==> config.mk <==
export PLATFORM = sky130hd
export DESIGN_NAME = alu_arbiter
export DESIGN_NICKNAME = d
export VERILOG_FILES = /design/src/rtl/alu_arbiter.sv
export SDC_FILE = /design/constraint.sdc
export NUM_CORES = 1
export LEC_CHECK = 0
export ABC_CLOCK_PERIOD_IN_PS = 1500
export CAP_MARGIN = 20
export CORE_AREA = 2 2 63 65
export CTS_BUF_LIST = sky130_fd_sc_hd__clkbuf_8 sky130_fd_sc_hd__clkbuf_16
export CTS_CLUSTER_SIZE = 20
export DETAILED_ROUTE_END_ITERATION = 12
export DIE_AREA = 0 0 65 67
export HOLD_SLACK_MARGIN = 0.03
export MAX_ROUTING_LAYER = met4
export PLACE_DENSITY = 0.78
export SYNTH_ARGS = -nofsm -noshare
export SYNTH_HDL_FRONTEND = slang
export SYNTH_SLANG_ARGS = --single-unit
export TNS_END_PERCENT = 100
==> constraint.sdc <==
create_clock -name clk -period 1.5 [get_ports clk]
set_input_delay 0.225 -clock clk [delete_from_list [all_inputs] [get_ports clk]]
set_output_delay 0.225 -clock clk [all_outputs]
set_load 0.02 [all_outputs]
==> src/rtl/alu_arbiter.sv <==
`default_nettype none
// ============================================================================
// Module      : alu_arbiter
// Description : Two-requester round-robin front end for a shared external
//               combinational ALU. One operation in flight at a time:
//               accept -> execute (one cycle) -> hold response until taken.
// Revision    : 1.0 - initial release
// ============================================================================
module alu_arbiter #(
  parameter int WIDTH = 8
) (
  input  logic             clk,
  input  logic             rst,
  // requester 0
  input  logic             r0_valid,
  output logic             r0_ready,
  input  logic [1:0]       r0_op,
  input  logic [WIDTH-1:0] r0_a,
  input  logic [WIDTH-1:0] r0_b,
  // requester 1
  input  logic             r1_valid,
  output logic             r1_ready,
  input  logic [1:0]       r1_op,
  input  logic [WIDTH-1:0] r1_a,
  input  logic [WIDTH-1:0] r1_b,
  // shared ALU
  output logic [1:0]       alu_opcode,
  output logic [WIDTH-1:0] alu_a,
  output logic [WIDTH-1:0] alu_b,
  input  logic [WIDTH-1:0] alu_result,
  // response
  output logic             rsp_valid,
  input  logic             rsp_ready,
  output logic             rsp_id,
  output logic [WIDTH-1:0] rsp_data,
  output logic             rsp_zero
);

  typedef enum logic [1:0] {
    IDLE = 2'd0,
    EXEC = 2'd1,
    RESP = 2'd2
  } state_t;

  state_t state;
  logic   last_id;   // requester served most recently
  logic   cur_id;    // requester owning the in-flight operation
  logic   grant_id;  // requester chosen this cycle when idle
  logic   accept;    // a request is taken at the next edge

  // Round-robin choice: on contention the requester not served last wins,
  // otherwise whichever requester is asking.
  always_comb begin
    grant_id = 1'b0;
    if (r0_valid && r1_valid) begin
      grant_id = ~last_id;
    end else if (r1_valid) begin
      grant_id = 1'b1;
    end
    accept   = !rst && (state == IDLE) && (r0_valid || r1_valid);
    r0_ready = accept && !grant_id;
    r1_ready = accept &&  grant_id;
  end

  // Transaction sequencing, operand capture and response registers.
  always_ff @(posedge clk) begin
    if (rst) begin
      state      <= IDLE;
      last_id    <= 1'b1;   // so requester 0 wins the first contention
      cur_id     <= 1'b0;
      alu_opcode <= 2'b00;
      alu_a      <= '0;
      alu_b      <= '0;
      rsp_valid  <= 1'b0;
      rsp_id     <= 1'b0;
      rsp_data   <= '0;
      rsp_zero   <= 1'b0;
    end else begin
      case (state)
        IDLE: begin
          if (accept) begin
            alu_opcode <= grant_id ? r1_op : r0_op;
            alu_a      <= grant_id ? r1_a  : r0_a;
            alu_b      <= grant_id ? r1_b  : r0_b;
            cur_id     <= grant_id;
            last_id    <= grant_id;
            state      <= EXEC;
          end
        end
        EXEC: begin
          rsp_data  <= alu_result;
          rsp_zero  <= (alu_result == '0);
          rsp_id    <= cur_id;
          rsp_valid <= 1'b1;
          state     <= RESP;
        end
        RESP: begin
          if (rsp_ready) begin
            rsp_valid <= 1'b0;
            state     <= IDLE;
          end
        end
        default: begin
          rsp_valid <= 1'b0;
          state     <= IDLE;
        end
      endcase
    end
  end

endmodule
`default_nettype wire
Yosys cells after proc, flatten, opt, wreduce, memory -nomap -nowiden
Cells that the tools add are included.
{ "word_totals": {"register_bits": 33, "inputBits": 49, "word_cells": 39} }
{ "classes": {"n_eq_ne": 4, "muxes": 10, "bitwise": 2, "reduce_logical": 13} }
{ "op_table": {"columns": ["operator", "count"], "rows": [
  ["$mux 8", 2],
  ["$logic_not 8->1", 1],
  ["$mux 2", 3],
  ["$pmux 2 s3", 1],
  ["$reduce_and 2->1", 3],
  ["$logic_and 1x1->1", 5],
  ["$ne 2x2->1 const B", 2],
  ["$mux 1", 3],
  ["$pmux 1 s3", 1],
  ["$eq 2x1->1 const B", 1],
  ["$eq 2x2->1 const B", 1],
  ["$logic_not 1->1", 2],
  ["$logic_not 2->1", 1],
  ["$not 1->1", 2],
  ["$logic_or 1x1->1", 1]
]} }

Logic depth before layout (Yosys ltp)
{ "logic_depth": {"ltp_word": 5, "depth_mapped": 5} }

Worst setup path after synthesis
Ideal clock, no wire load.
{ "synth_path": {"kind": "register to output", "from": "register state[0]", "to": "output r1_ready", "t_arrival_ns": 1.145, "required_ns": 1.275, "setup_slack_ns": 0.130, "stages_incl_launch_ff": 4, "n_path_buf": 1, "path_cell_list": "dfxtp_1 -> nor3_2 -> clkbuf_1 -> and2_1"} }
{ "synth_between": {"elab_chain_cells": 4} }
{ "synth_rtl": {"columns": ["element", "line_no", "text"], "rows": [
  ["from (decl)", "45", "state_t state;"],
  ["from (signal assigned)", "68", "state <= IDLE;"],
  ["from (signal assigned)", "87", "state <= EXEC;"],
  ["from (signal assigned)", "95", "state <= RESP;"],
  ["$logic_not 2->1", "60", "accept = !rst && (state == IDLE) && (r0_valid || r1_valid);"],
  ["$logic_and 1x1->1 (2 in a row)", "60", null],
  ["$logic_and 1x1->1", "62", "r1_ready = accept && grant_id;"],
  ["to (decl)", "22", "output logic r1_ready,"]
]} }
No other way between the ends.

Final worst setup path
{ "layout_path": {"from": "register alu_b[2]", "to": "output alu_b[2]"} }
{ "layout_lines": {"columns": ["element", "line_no", "text"], "rows": [
  ["from (decl)", "29", "output logic [WIDTH-1:0] alu_b,"],
  ["from (signal assigned)", "84", "alu_b <= grant_id ? r1_b : r0_b;"]
]} }
No word-level cell between the ends.

==> flow_metrics.py <==
metrics = {
    "worst_setup_path": {
        "cp-start-kind": "register",
        "endpoint_kind": "output pin",
        "critPathArrivalTime_ps": 1230,
        "crit_fanout": 2,
        "worstPathCellList": "clkdlybuf4s50_1",
        "cp_num_buf_inv": 1,
        "critPathMaxStageDelay_ps": 620,
        "critical_path_class": "register to output pin",
        "crit_path_top_delay_cell": "clkdlybuf4s50_1",
        "crit_required_ps": 1270,
        "crit_family": "buffers and inverters",
    },
    "global_route": {
        "grt_overflow": 0,
        "grt_usage_pct": 19.4,
        "grt_pass1_vias": 1411,
        "antenna_found_initial": 0,
        "grt_max_degree": 21,
        "grt_pass1_wl_microns": 6380,
    },
    "routing": {
        "routedWlPerCell_microns": 13.5,
        "routed_wl_microns": 3790,
        "drtIter0Drc": 37,
        "viasPerCell": 4.98,
        "num_vias": 1404,
        "ant_nets": 0,
        "drc": 0,
        "firstDrtPassIters": 4,
    },
    "timing": {
        "slew_viol_final": 0,
        "final.setup_skew_ps": 3.35,
        "holdWs_ps": 453,
        "rsz0062_at_grt": "false",
        "setup_viol": 0,
        "hold_viol_final": 0,
        "relSlewSlack_pct": 77.1,
        "finalCriticalPeriod_ps": 1460,
        "tightest_slew_ps": 344,
        "tns_ps": 0,
        "max_freq_ghz": 0.685,
        "fin_crit_sh_pct": 97.3,
    },
    "placement": {
        "port_buffers": 79,
        "place_inst": 272,
        "dpl_cell_area_sq_um": 2210,
        "place_congestion": 0.759,
        "hpwl_microns": 2830,
    },
    "clock_network": {
        "htreeDepth": 2,
        "insertion_delay_ps": 270,
        "cts_sinks": 33,
        "numCtsBuffers": 5,
        "cts-root-buf": "clkbuf_8",
        "clk_pin_slew_ps": 60,
        "clock_path_buffers": 2,
        "cts_tree": "built",
        "cts_hold_buffers": 0,
    },
    "cells_and_area": {
        "layout.cells.most_common": "clkdlybuf4s50_1",
        "finalNetCount": 282,
        "fin_util_pct": 64.6,
        "drive_gt1_share_pct": 11.5,
        "layout.cells.non_filler": 282,
        "insertedDiodeCount": 0,
        "area_growth_pct": 75.0,
        "stdcell_area_sq_um": 2330,
        "final_cell_mix": "clkdlybuf4s50_1 (75), dfxtp_1 (33), nand2_1 (19), and3_1 (15)",
    },
    "logic_synthesis": {
        "syn_nets": 193,
        "yosysWarnings": 0,
        "synth_top_area_share_pct": 49.6,
        "synth.area.top_cells": "dfxtp_1 (50%), a221o_1 (11%), and3_1 (7.5%)",
        "synth_top_cell_by_area": "dfxtp_1",
        "netlist_instances": 144,
        "ys_ff_latch": 33,
        "syn_area_sq_um": 1330,
        "ys_types": 27,
        "synth_area_per_cell_sq_um": 9.24,
        "yosysSeqAreaShare_pct": 49.6,
    },
    "power": {
        "power.ir.vdd_worst_uv": 427,
        "swShare_pct": 27.2,
        "p_leak_nw": 0.950,
        "intPower_mw": 1.61,
        "comb_power_share_pct": 27.8,
        "p_sw_mw": 0.599,
        "pwr-share-clk_pct": 27.0,
        "power_density_nw_per_um2": 947,
        "pwr-share-seq_pct": 45.3,
    },
    "floorplanning": {
        "initial_core_util_pct": 36.9,
        "die_x_microns": 65,
        "coreArea_sq_um": 3610,
        "rows": 22,
        "io_pins": 80,
        "fp.dieH_microns": 67,
        "die_area_sq_um": 4360,
    },
    "status": {
        "status": "finished clean",
    },
    "job": {
        "maxCapViolCount": 0,
    },
    "hold_path": {
        "hp-class": "register to register",
    },
}
-- state kept, by name, indices dropped and copies added, names as in the netlist --
signal,flops
alu_a,8
alu_b,8
rsp_data,8
alu_opcode,2
state,2
cur_id,1
last_id,1
rsp_id,1
rsp_valid,1
rsp_zero,1
-- worst paths after layout --
path	start	endpoint	slack, ps	depth (start not counted)
setup reg to reg	state[0]	alu_b[4]	130	5
hold / removal	rsp_data[4]	rsp_data[4]	450	2
setup / recovery	alu_b[2]	alu_b[2]	40	1
hold reg to reg	rsp_data[4]	rsp_data[4]	450	2
-- cell usage after synthesis (all sizes together) --
cell / instances
a21boi: 1
a21oi: 14
a221o: 14
a31oi: 4
and2: 1
and3: 16
buf: 6
clkbuf: 5
dfxtp: 33
nand2: 19
nand2b: 1
nand3: 5
nand4: 4
nor2: 5
nor2b: 2
nor3: 4
nor4: 2
o21ai: 4
o21bai: 1
or2: 2
or2b: 1
-- cell families (layout without fill, tap and decap cells) --
| logic type | Yosys count | after routing | share of synthesized area, % |
|---|---|---|---|
| AO/OA/AOI/OAI | 38 | 38 | 20.9 |
| buffers and inverters | 11 | 101 | 4.70 |
| flip-flops | 33 | 33 | 49.6 |
| AND/OR/NAND/NOR | 62 | 62 | 24.8 |
-- metal layers --
layer  share of wire (%)  vias to the layer above  GRT usage (%)
met2                  51                       39           32.3
met5                   0                        -              -
met1                  42                      647           22.4
met4                 2.3                        0           8.78
li1                    -                      709              -
met3                 4.4                        9           4.39
-- area by class of cell --
| type | instances | area, sq um |
|---|---|---|
| sequential | 33 | 661 |
| timing repair buffer | 93 | 902 |
| tap | 48 | 60.1 |
| clock inverter | 3 | 11.3 |
| fill | 327 | 1280 |
| multi-input combinational | 100 | 627 |
| clock buffer | 5 | 68.8 |
-- power by group through the flow --
stage / logic [mW] / clock network (mW) / registers [mW]
after detailed placement: 0.596 / 0 / 1.01
after global routing: 0.661 / 0.666 / 1.01
final: 0.613 / 0.595 / 0.999
after global placement: 0.590 / 0 / 1.01
after floorplan: 0.189 / 0 / 1.09
after CTS: 0.599 / 0.624 / 0.999
-- stage by stage --
stage | total power [mW] | setup WS [ps]
5_1_grt | 2.33 | 3.65
4_1_cts | 2.22 | 11.8
3_3_place_gp | 1.60 | -424
2_1_floorplan | 1.28 | 130
6_report | 2.21 | 40.7
3_5_place_dp | 1.61 | -468
-- worst min-delay path: stages (launching register included) --
cell and delay [ps]:
dfxtp_1 310, nand2_1 50, a21oi_1 50
-- what timing repair did --
| item | in CTS | in global routing |
|---|---|---|
| setup buffers | 0 | 2 |
| gates resized for setup | 11 | 3 |
| endpoints found under the setup margin | 16 | 15 |
| pin swaps | 0 | 2 |
| endpoints found under the hold margin | 0 | 0 |
Power figures use the tool's default switching activity.
